--- config.mk ---
export PLATFORM = sky130hd
export DESIGN_NAME = jt5205_nibble_feed
export DESIGN_NICKNAME = d
export VERILOG_FILES = /design/src/rtl/jt5205_nibble_feed.sv
export SDC_FILE = /design/constraint.sdc
export NUM_CORES = 1
export LEC_CHECK = 0
export BUFFER_PORTS_ARGS = -buffer_cell sky130_fd_sc_hd__buf_2
export CORE_ASPECT_RATIO = 0.8
export CORE_UTILIZATION = 61
export CTS_CLUSTER_SIZE = 14
export DETAILED_ROUTE_END_ITERATION = 10
export HOLD_SLACK_MARGIN = 0.12
export PLACE_DENSITY_LB_ADDON = 0.25
export SLEW_MARGIN = 40
export SYNTH_ARGS = -nofsm -noshare
export SYNTH_HDL_FRONTEND = slang
export SYNTH_SLANG_ARGS = --single-unit
--- constraint.sdc ---
create_clock -name clk_i -period 4.6 [get_ports clk_i]
set_input_delay 0.92 -clock clk_i [delete_from_list [all_inputs] [get_ports clk_i]]
set_output_delay 0.92 -clock clk_i [all_outputs]
set_load 0.01 [all_outputs]
--- src/rtl/jt5205_nibble_feed.sv ---
// Byte FIFO feeding an ADPCM decoder one 4-bit code per cen_lo slot.
// Emits a vck pop pulse, and a +/- idle pattern whenever no data is available or playback is stopped.
module jt5205_nibble_feed #(
  parameter int AW       = 2,
  parameter bit HI_FIRST = 1'b1
) (
  input  logic          clk_i,
  input  logic          rst_n_i,
  input  logic          cen_lo_i,
  input  logic          start_i,
  input  logic          wr_i,
  input  logic [7:0]    wdata_i,
  output logic          full_o,
  output logic          empty_o,
  output logic [AW:0]   level_o,
  output logic [3:0]    din_o,
  output logic          vck_o,
  output logic          underrun_o,
  output logic [7:0]    under_cnt_o,
  output logic          overflow_o
);

  localparam int          DEPTH   = 1 << AW;
  localparam logic [AW:0] DEPTH_L = (AW+1)'(DEPTH);

  logic [7:0]    mem_q [DEPTH];
  logic [AW-1:0] wptr_q, rptr_q;
  logic [AW:0]   level_q;
  logic          pend_q, phase_q;
  logic [3:0]    hold_q, din_q;
  logic          vck_q, under_q, ovf_q;
  logic [7:0]    ucnt_q;

  logic       empty, full, pop, push, drop;
  logic [7:0] rd_byte;
  logic [3:0] first_nib, second_nib, idle_nib;

  always_comb begin
    empty      = (level_q == '0);
    full       = (level_q == DEPTH_L);
    // Empty is the registered state, so a same-cycle write cannot be popped.
    pop        = cen_lo_i & start_i & ~pend_q & ~empty;
    push       = wr_i & (~full | pop);
    drop       = wr_i & full & ~pop;
    rd_byte    = mem_q[rptr_q];
    first_nib  = HI_FIRST ? rd_byte[7:4] : rd_byte[3:0];
    second_nib = HI_FIRST ? rd_byte[3:0] : rd_byte[7:4];
    idle_nib   = {phase_q, 3'b000};
  end

  always_ff @(posedge clk_i) begin
    if (rst_n_i && push) mem_q[wptr_q] <= wdata_i;
  end

  always_ff @(posedge clk_i) begin
    if (!rst_n_i) begin
      wptr_q  <= '0;
      rptr_q  <= '0;
      level_q <= '0;
      pend_q  <= 1'b0;
      phase_q <= 1'b0;
      hold_q  <= '0;
      din_q   <= '0;
      vck_q   <= 1'b0;
      under_q <= 1'b0;
      ucnt_q  <= '0;
      ovf_q   <= 1'b0;
    end else begin
      vck_q   <= pop;
      under_q <= 1'b0;
      if (push) wptr_q <= wptr_q + 1'b1;
      if (pop)  rptr_q <= rptr_q + 1'b1;
      case ({push, pop})
        2'b10:   level_q <= level_q + 1'b1;
        2'b01:   level_q <= level_q - 1'b1;
        default: level_q <= level_q;
      endcase
      if (drop) ovf_q <= 1'b1;
      if (cen_lo_i) begin
        if (start_i && pend_q) begin
          din_q  <= hold_q;
          pend_q <= 1'b0;
        end else if (start_i && !empty) begin
          din_q  <= first_nib;
          hold_q <= second_nib;
          pend_q <= 1'b1;
        end else begin
          // Idle slot: alternate +delta/-delta so the decoder stays near rest.
          if (start_i) begin
            under_q <= 1'b1;
            if (ucnt_q != 8'hFF) ucnt_q <= ucnt_q + 1'b1;
          end
          pend_q  <= 1'b0;
          din_q   <= idle_nib;
          phase_q <= ~phase_q;
        end
      end
    end
  end

  assign full_o      = full;
  assign empty_o     = empty;
  assign level_o     = level_q;
  assign din_o       = din_q;
  assign vck_o       = vck_q;
  assign underrun_o  = under_q;
  assign under_cnt_o = ucnt_q;
  assign overflow_o  = ovf_q;

endmodule

# [Word-level counts from Yosys, hierarchy flattened]
# Memory sizes are Yosys's and may differ from the RTL's. A register that Yosys moved wholly into a read port is not among the register bits.
# Cells that the tools add are included.
[word_totals] ramBits=32 wordCells=57 mem_count=1 regBits=28 in_bits=13
[memory_table] name="mem_q" depth=4 width=8 read_ports=1 rd_ports_with_merged_regs=1 write_ports=1 line_no="26" source="logic [7:0] mem_q [DEPTH];"
[op_classes] add_sub_neg=5 bitwise=16 reduce_logical=10 n_mux=10 eq_ne=4
[op_table] op="NOT 1 bit" n=9
[op_table] op="adder 8 x 1 -> 8 bit (second input constant)" n=1
[op_table] op="2-to-1 mux 4 bit" n=2
[op_table] op="inequality test 8 bit (second input constant)" n=1
[op_table] op="AND 1 bit" n=6
[op_table] op="case mux 3 bit (2 select lines)" n=1
[op_table] op="AND reduction 3 bit" n=2
[op_table] op="2-to-1 mux 1 bit" n=5
[op_table] op="AND reduction 5 bit" n=1
[op_table] op="adder 2 x 1 -> 2 bit (second input constant)" n=2
[op_table] op="2-to-1 mux 2 bit" n=2
[op_table] op="OR reduction 4 bit" n=1
[op_table] op="adder 3 x 1 -> 3 bit (second input constant)" n=1
[op_table] op="equality test 3 bit (second input constant)" n=1
[op_table] op="logical AND 1 bit" n=3
[op_table] op="logical NOT 3 bit" n=1
[op_table] op="subtractor 3 x 1 -> 3 bit (second input constant)" n=1
[op_table] op="equality test 2 x 1 -> 1 bit (second input constant)" n=1
[op_table] op="equality test 2 bit (second input constant)" n=1
[op_table] op="nonzero test 2 bit" n=1
[op_table] op="logical NOT 1 bit" n=1
[op_table] op="OR 1 bit" n=1

# [Depth between registers and ports, before layout]
# Gate-level depths: netlist of the first run.
[depth] depth_word=8 depth_mapped=8 depth_no_buf=7

# [Least setup slack after synthesis of the first run]
# No wires, ideal clock.
[synth_path] kind="input to register" startpoint="input port cen_lo_i" endpoint="register level_q[2], in the netlist level_o[2]" cell_stages=8 n_path_buf=1 setup_slack_ns=2.130 setup_ns=0.132 t_arrival_ns=2.338 required_ns=4.468 cell_sequence="buf_2 -> and3b_1 -> nand3_1 -> fa_1 -> nand2b_1 -> o221ai_1 -> o31a_2 -> a21oi_1"
[synth_via] elab_chain_cells=7 elab_cells_between_ends=9 classes_between="2 x eq/ne; 1 x mux; 5 x bitwise; 1 x reduce/logical"
[synth_lines] element="from (decl)" line_no="9" source="input logic cen_lo_i,"
[synth_lines] element="AND 1 bit * (3 in a row)" line_no="42" source="pop = cen_lo_i & start_i & ~pend_q & ~empty;"
[synth_lines] element="OR 1 bit" line_no="43" source="push = wr_i & (~full | pop);"
[synth_lines] element="AND 1 bit" line_no="43"
[synth_lines] element="equality test 2 x 1 -> 1 bit or equality test 2 bit (tied branches)" line_no="73" source="case ({push, pop})"
[synth_lines] element="case mux 3 bit (2 select lines) or nonzero test 2 bit (tied branches)"
[synth_lines] element="to (signal assigned)" line_no="74" source="2'b10: level_q <= level_q + 1'b1;"
[synth_lines] element="to (signal assigned)" line_no="75" source="2'b01: level_q <= level_q - 1'b1;"
[synth_lines] element="to (signal assigned)" line_no="76" source="default: level_q <= level_q;"
[synth_lines] element="to (decl)" line_no="28" source="logic [AW:0] level_q;"
# Every way passes the cells marked *; elsewhere a longest branch is shown, timed or not.
# A chain may end at the register's enable or synchronous reset.

# [Worst setup path after layout of the first run]
[layout_path] startpoint="input port cen_lo_i" endpoint="memory mem_q[1][6], enable pin"
[layout_via] elab_chain_cells=8
[layout_lines] element="AND 1 bit (3 in a row)" line_no="42"
[layout_lines] element="OR 1 bit" line_no="43"
[layout_lines] element="AND 1 bit" line_no="43"
[layout_lines] element="logical AND 1 bit" line_no="52" source="if (rst_n_i && push) mem_q[wptr_q] <= wdata_i;"
[layout_lines] element="2-to-1 mux 1 bit" line_no="52"
[layout_lines] element="2-to-1 mux 1 bit (implied by the code)" line_no="52"
[layout_lines] element="to (decl)" line_no="26"
# No other way between the ends.

==> metrics.txt, run 1 <==
post-synth cell types between 40 and 50; Period minus WS final 2410 ps; Vias between 1500 and 2000; Tcrit/Tclk final 52.5%; top_reg_cell synth edfxtp_1; Starting Density 65.6%; Final Util 75.6%; Std-Cell Rows 20; kind of critical path input pin to register; CTS HTree Levels 3; hold_buf cts 0; Layout Cell Area excl Fill 2950 um2; Design Power 1.23 mW; unrepaired setup endpoints after global routing no; leakage power ~1.1 nW; number of global-route vias before repair 1567; Syn. warnings 0; Worst-path clk slew 60 ps; worst min path class register to register; total CTS buffers 9; Routed Antenna Nets 0; Tot GR Track Use between 20 and 30%; Clock Latency Late Sink between 300 and 400 ps; Placed Area roughly 2800 um2; height of the die roughly 60 um; Routability Congestion between 0.8 and 0.9; Congestion Overflow GR 0; synthesized cell area roughly 2600 um2; total wire length a little under 5 mm; drt first pass iters 4; root buf cell clkbuf_8; cell breakdown of the critical path buf_2, nand3b_1, a21oi_1, and3_1; die area about 4500 um2; final hold violations 0; status complete, no violations; cts repair resizes 0; CP Buf/Inv Count 1; Top delay family on crit path simple AND/OR/NAND/NOR gates; Mapped Cells 200; register area share after synthesis between 60 and 70%; average cell area after synthesis 12.8 um2; first-pass GRT wire length approximately 7.8 mm; Remaining DRCs 0; clock buffer depth 2; largest net degree at the start of global routing 23; Clock Skew 7.02 ps; final setup vio count 0; Worst slew margin ~54%; Post-synth EDFFs 32; pre-CTS worst setup slack around 1900 ps; number of vias per cell between 5 and 6; Synth async-reset ratio 0%; nets@finish about 260; Worst Tran Pin Value 692 ps; Worst Path Max Fanout 9; max-cap viol count 0; post-synthesis register bit count a little over 60; pwr/cell area ~420 nW/um2; Fmax approximately 410 MHz; Mapped Nets around 220; core area between 3000 and 4000 um2; area grow syn2layout 15.2%; clock sinks 62; Max VDD drop 0.257 mV; share of layout cells above drive strength 1 about a quarter; dpl hpwl 3.45 mm; WP data required approximately 4600 ps; Worst setup SP type input pin; PortBufs 32; io pins 33; CTS tree built; WP data arrival 2410 ps; CP Capture Type register; post-CTS setup repair buffer count 0; setup TNS 0 ps; worst setup margin approximately 2200 ps; Max Slew Vio Count 0; # diodes 0; Critical-path top delay cell a21oi_1; Routed WL per cell around 17 um; CP peak stage delay ~570 ps; DRT iter0 DRCs 145; initial antenna violation count 0; die width 74.5 um
power by group:
group          internal, mW  total (mW)  switching [mW]
clock network         0.245       0.446           0.201
logic                0.0632       0.144          0.0806
registers             0.611       0.637          0.0268
total                 0.919        1.23           0.308
path summary, 6_finish.rpt:
check / end / slack [ps] / cells past startpoint / startpoint
setup reg to reg: mem_q[1][6] / 2480 / 3 / pend_q
setup / recovery: mem_q[1][6] / 2190 / 4 / cen_lo_i
hold / removal: din_o[0] / 480 / 2 / din_o[0]
hold reg to reg: din_o[0] / 480 / 2 / din_o[0]
synth_stat cells, types with 2 or more instances:
cell type  count  area, um2
o41ai_1        3       26.3
nand2b_1       3       18.8
a31oi_1        2       12.5
a21oi_1        8       40.0
clkbuf_1       3       11.3
and3_1         4       25.0
buf_2          2       10.0
or3_4          2       22.5
inv_1          9       33.8
o21ai_0        4       20.0
mux4_2         8        180
edfxtp_1      32        961
nor3_1         3       15.0
buf_1          2       7.51
nor2_1        18       67.6
xor2_1         2       17.5
mux2i_1        8       80.1
xnor2_1        2       17.5
nand3_1        6       30.0
a22oi_1        3       22.5
nand2_1       18       67.6
o311ai_0       2       17.5
ha_1           5       62.6
dfxtp_1       30        601
cell type report:
| cell class | count | area [um2] |
|---|---|---|
| flip-flops and latches | 62 | 1560 |
| fillers | 254 | 952 |
| well taps | 55 | 68.8 |
| clock buffers | 9 | 124 |
| inverters | 10 | 42.5 |
| repair buffers | 32 | 160 |
| multi-input cells | 121 | 930 |
| clock inverters | 7 | 65.1 |
kinds of logic (layout without fill, tap and decap cells):
group	Yosys count	count (layout)	synth area share (%)
AND/OR/NAND/NOR	65	65	13.5
multiplexers	16	16	10.2
buffers and inverters	17	58	2.78
adder cells (fa/ha/maj)	6	6	3.22
XOR/XNOR	4	4	1.37
AO/OA/AOI/OAI	30	30	8.01
flip-flops	62	62	60.9
registers in the layout, summed over array words and instances (netlist names), 2 cells and up, named ones only:
name,count
mem_q,32
rptr_q,2
hold_q,4
level_o,3
wptr_q,2
under_cnt_o,8
din_o,4
per-stage QoR:
| stage | hold WS, ps | instances |
|---|---|---|
| detailed placement | 465 | 280 |
| finish | 482 | 296 |
| global route | 512 | 296 |
| CTS | 485 | 296 |
| floorplan | 454 | 200 |
| global placement | 456 | 280 |
metal layers:
layer | up-vias | GRT usage [%] | wire length, um
met5 | - | 0 | 0
met4 | 0 | 8.09 | 50
met3 | 6 | 11.1 | 275
met2 | 57 | 38.7 | 2300
met1 | 787 | 33.8 | 2300
li1 | 815 | - | -
cells in the final DEF, fill, tap and decap left out, drive strengths merged, types with 3 or more instances in the layout:
cell	n
a21oi	8
a22oi	3
and3	4
buf	32
clkbuf	9
clkinv	5
dfxtp	30
edfxtp	32
ha	5
inv	9
mux2i	8
mux4	8
nand2	18
nand2b	3
nand3	6
nor2	18
nor3	3
o21ai	4
o41ai	3
or3	3
worst min-delay path, cell delays in order, from the launching register on:
cell and delay (ps):
dfxtp_1 320, a22oi_1 70, nand2_1 60
Power figures use the tool's default switching activity.
==> run 2, diff against run 1 <==
--- a/config.mk
+++ b/config.mk
@@ -7,7 +7,7 @@
 export LEC_CHECK = 0
 export BUFFER_PORTS_ARGS = -buffer_cell sky130_fd_sc_hd__buf_2
 export CORE_ASPECT_RATIO = 0.8
-export CORE_UTILIZATION = 61
+export CORE_UTILIZATION = 56
 export CTS_CLUSTER_SIZE = 14
 export DETAILED_ROUTE_END_ITERATION = 10
 export HOLD_SLACK_MARGIN = 0.12
==> constraint.sdc (replaced) <==
create_clock -name clk_i -period 2.3 [get_ports clk_i]
set_input_delay 0.46 -clock clk_i [delete_from_list [all_inputs] [get_ports clk_i]]
set_output_delay 0.46 -clock clk_i [all_outputs]
set_load 0.01 [all_outputs]
==> metrics.txt, run 2 (same netlist as run 1, synthesis figures left out) <==
status complete, no violations; Tot GR Track Use 22.3% (-3.3 points); R2R setup slack 280 ps (-2200 ps); Fmax slightly below 500 MHz; core area 4280 um2 (+9.7%); placed insts 287 (+2.5%); unrepaired setup endpoints after global routing no; Routed WL per cell 16.1 um (-3.4%); post-CTS setup repair buffer count 0 (unchanged); dpl hpwl 3.20 mm (-7.2%); Metal-1 WL 2.44 mm (+6.4%); Design Power 2.60 mW (+110%); R2R cell count 7 (+4); height of the die 62.5 um (+4.2%); Worst-path clk slew 70 ps (about the same); Worst Path Max Fanout 8 (-1); Tcrit/Tclk final 87.9%; Worst Tran Pin Value 704 ps (+11.8 ps); WP data required 2520 ps (-2080 ps); Vias 1683 (+1.1%); DRT iter0 DRCs 93 (-36%); final setup vio count 0 (unchanged); Congestion Overflow GR 0 (unchanged); CTS HTree Levels 3 (unchanged); number of flip-flops in the largest register 32 (unchanged); Final Util 70.6% (-5.0 points); CTS tree built; multi-input logic area 930 um2 (unchanged); Routed Antenna Nets 0 (unchanged); Std-Cell Rows 21 (+5.0%); number of global-route vias before repair 1512 (-3.5%); CP Capture Type register; cts repair resizes 0 (unchanged); worst min path class input pin to register; die width 77.6 um (+4.3%); Placed Area 2800 um2 (+1.4%); register area 1560 um2 (unchanged); drt first pass iters 4 (unchanged); clock buffer depth 2 (unchanged); max-cap viol count 0 (unchanged); FILL cells 306 (+20%); worst setup margin 278 ps (-1910 ps); area grow syn2layout 18.0%; Period minus WS final 2020 ps; root buf cell clkbuf_8; worst r2r src level_o[0]; metal2 WL 2.18 mm (-5.3%); PortBufs 32 (unchanged); WL met3 201 um (-27%); clock share of power 39.8% (+3.4 points); final hold violations 0 (unchanged); die area 4850 um2 (+8.7%); Flop pwr share 48.9% (-3.0 points); sw frac 24.5% (-0.63 points); total CTS buffers 9 (unchanged); setup TNS 0 ps (unchanged); Starting Density 59.8% (-5.8 points); share of layout cells above drive strength 1 27.2% (+1.5 points); Worst setup SP type register; Clock Latency Late Sink 340 ps (about the same); Remaining DRCs 0 (unchanged); Worst slew margin 52.7% (-1.1 points); hold path endpoint mem_q[3][7]; Net Sw Power 0.637 mW (+110%); Max Slew Vio Count 0 (unchanged); combinational share of power 11.2% (-0.5 points); commonest non-fill, non-tap cells in the layout buf_2 (32), edfxtp_1 (32), dfxtp_1 (30); first-pass GRT wire length 7.69 mm (-0.80%); Clock Skew 9.64 ps (+2.62 ps); pre-CTS worst setup slack 189 ps (-1670 ps); io pins 33 (unchanged); largest net degree at the start of global routing 22 (-4.3%); RR Endpoint level_o[2]; Layout Cell Area excl Fill 3020 um2 (+2.5%); Routability Congestion 0.857 (+0.50%); WP data arrival 2250 ps (-160 ps); Hold Path Stages 1 (-1); leakage power 1.15 nW (+3.2%); pwr/cell area 861 nW/um2 (+110%); Pint 1.97 mW (+110%); kind of critical path register to register; most flop-heavy register mem_q; hold wc startpoint wdata_i[7]; hold_buf cts 0 (unchanged); total wire length 4.86 mm (-1.1%); Hold Worst Slack 339 ps (-142 ps); initial antenna violation count 0 (unchanged); number of vias per cell 5.55 (-1.3%); Max VDD drop 0.455 mV (+77%); final std cells w/o fill 303 (+2.4%); # diodes 0 (unchanged); nets@finish 260 (+2.0%); Top Metal Used met4; clock sinks 62 (unchanged)
run 2: changes by cell type in the layout (fill, tap and decap cells not counted), sizes merged:
cell    previous run  this run
bufinv             1         2
clkinv             5         3
inv                9        10
buf               32        37
run 2: power groups by stage:
stage / Clock (mW) / Sequential, mW / Combinational [mW]
after floorplan: 0 / 1.29 / 0.201
after global placement: 0 / 1.30 / 0.287
after detailed placement: 0 / 1.30 / 0.291
after CTS: 1.06 / 1.27 / 0.295
after global routing: 1.11 / 1.28 / 0.324
final: 1.04 / 1.27 / 0.293
run 2: worst max-delay path, stage by stage, from the launching register on:
cell and delay, ps:
dfxtp_1 490, or3_4 230, nand3_1 130, fa_1 430
nand2b_1 210, o221ai_1 210, o31a_2 170, a21oi_1 50
run 2: per-layer routing:
| metal | vias to the layer above | GRT usage (%) |
|---|---|---|
| met1 | 820 | 31.3 |
| met4 | 0 | 10.1 |
| met2 | 30 | 30.6 |
| li1 | 828 | - |
| met5 | - | 0 |
| met3 | 5 | 8.61 |
run 2: layout make-up:
class,count,share of cell area (%)
inverter,10,1.41
clock inverter,7,3.23
timing repair buffer,37,6.54
multi-input combinational,121,30.7
tap,57,2.36
sequential,62,51.6
clock buffer,9,4.10
run 2: worst max-delay path by stage:
stage | from | end | slack, ps
global route | level_o[0] | level_o[2] | 140
floorplan | cen_lo_i | level_o[2] | 290
CTS | level_o[0] | level_o[2] | 290
detailed placement | cen_lo_i | level_o[2] | 190
global placement | cen_lo_i | level_o[2] | 290
finish | level_o[0] | level_o[2] | 280
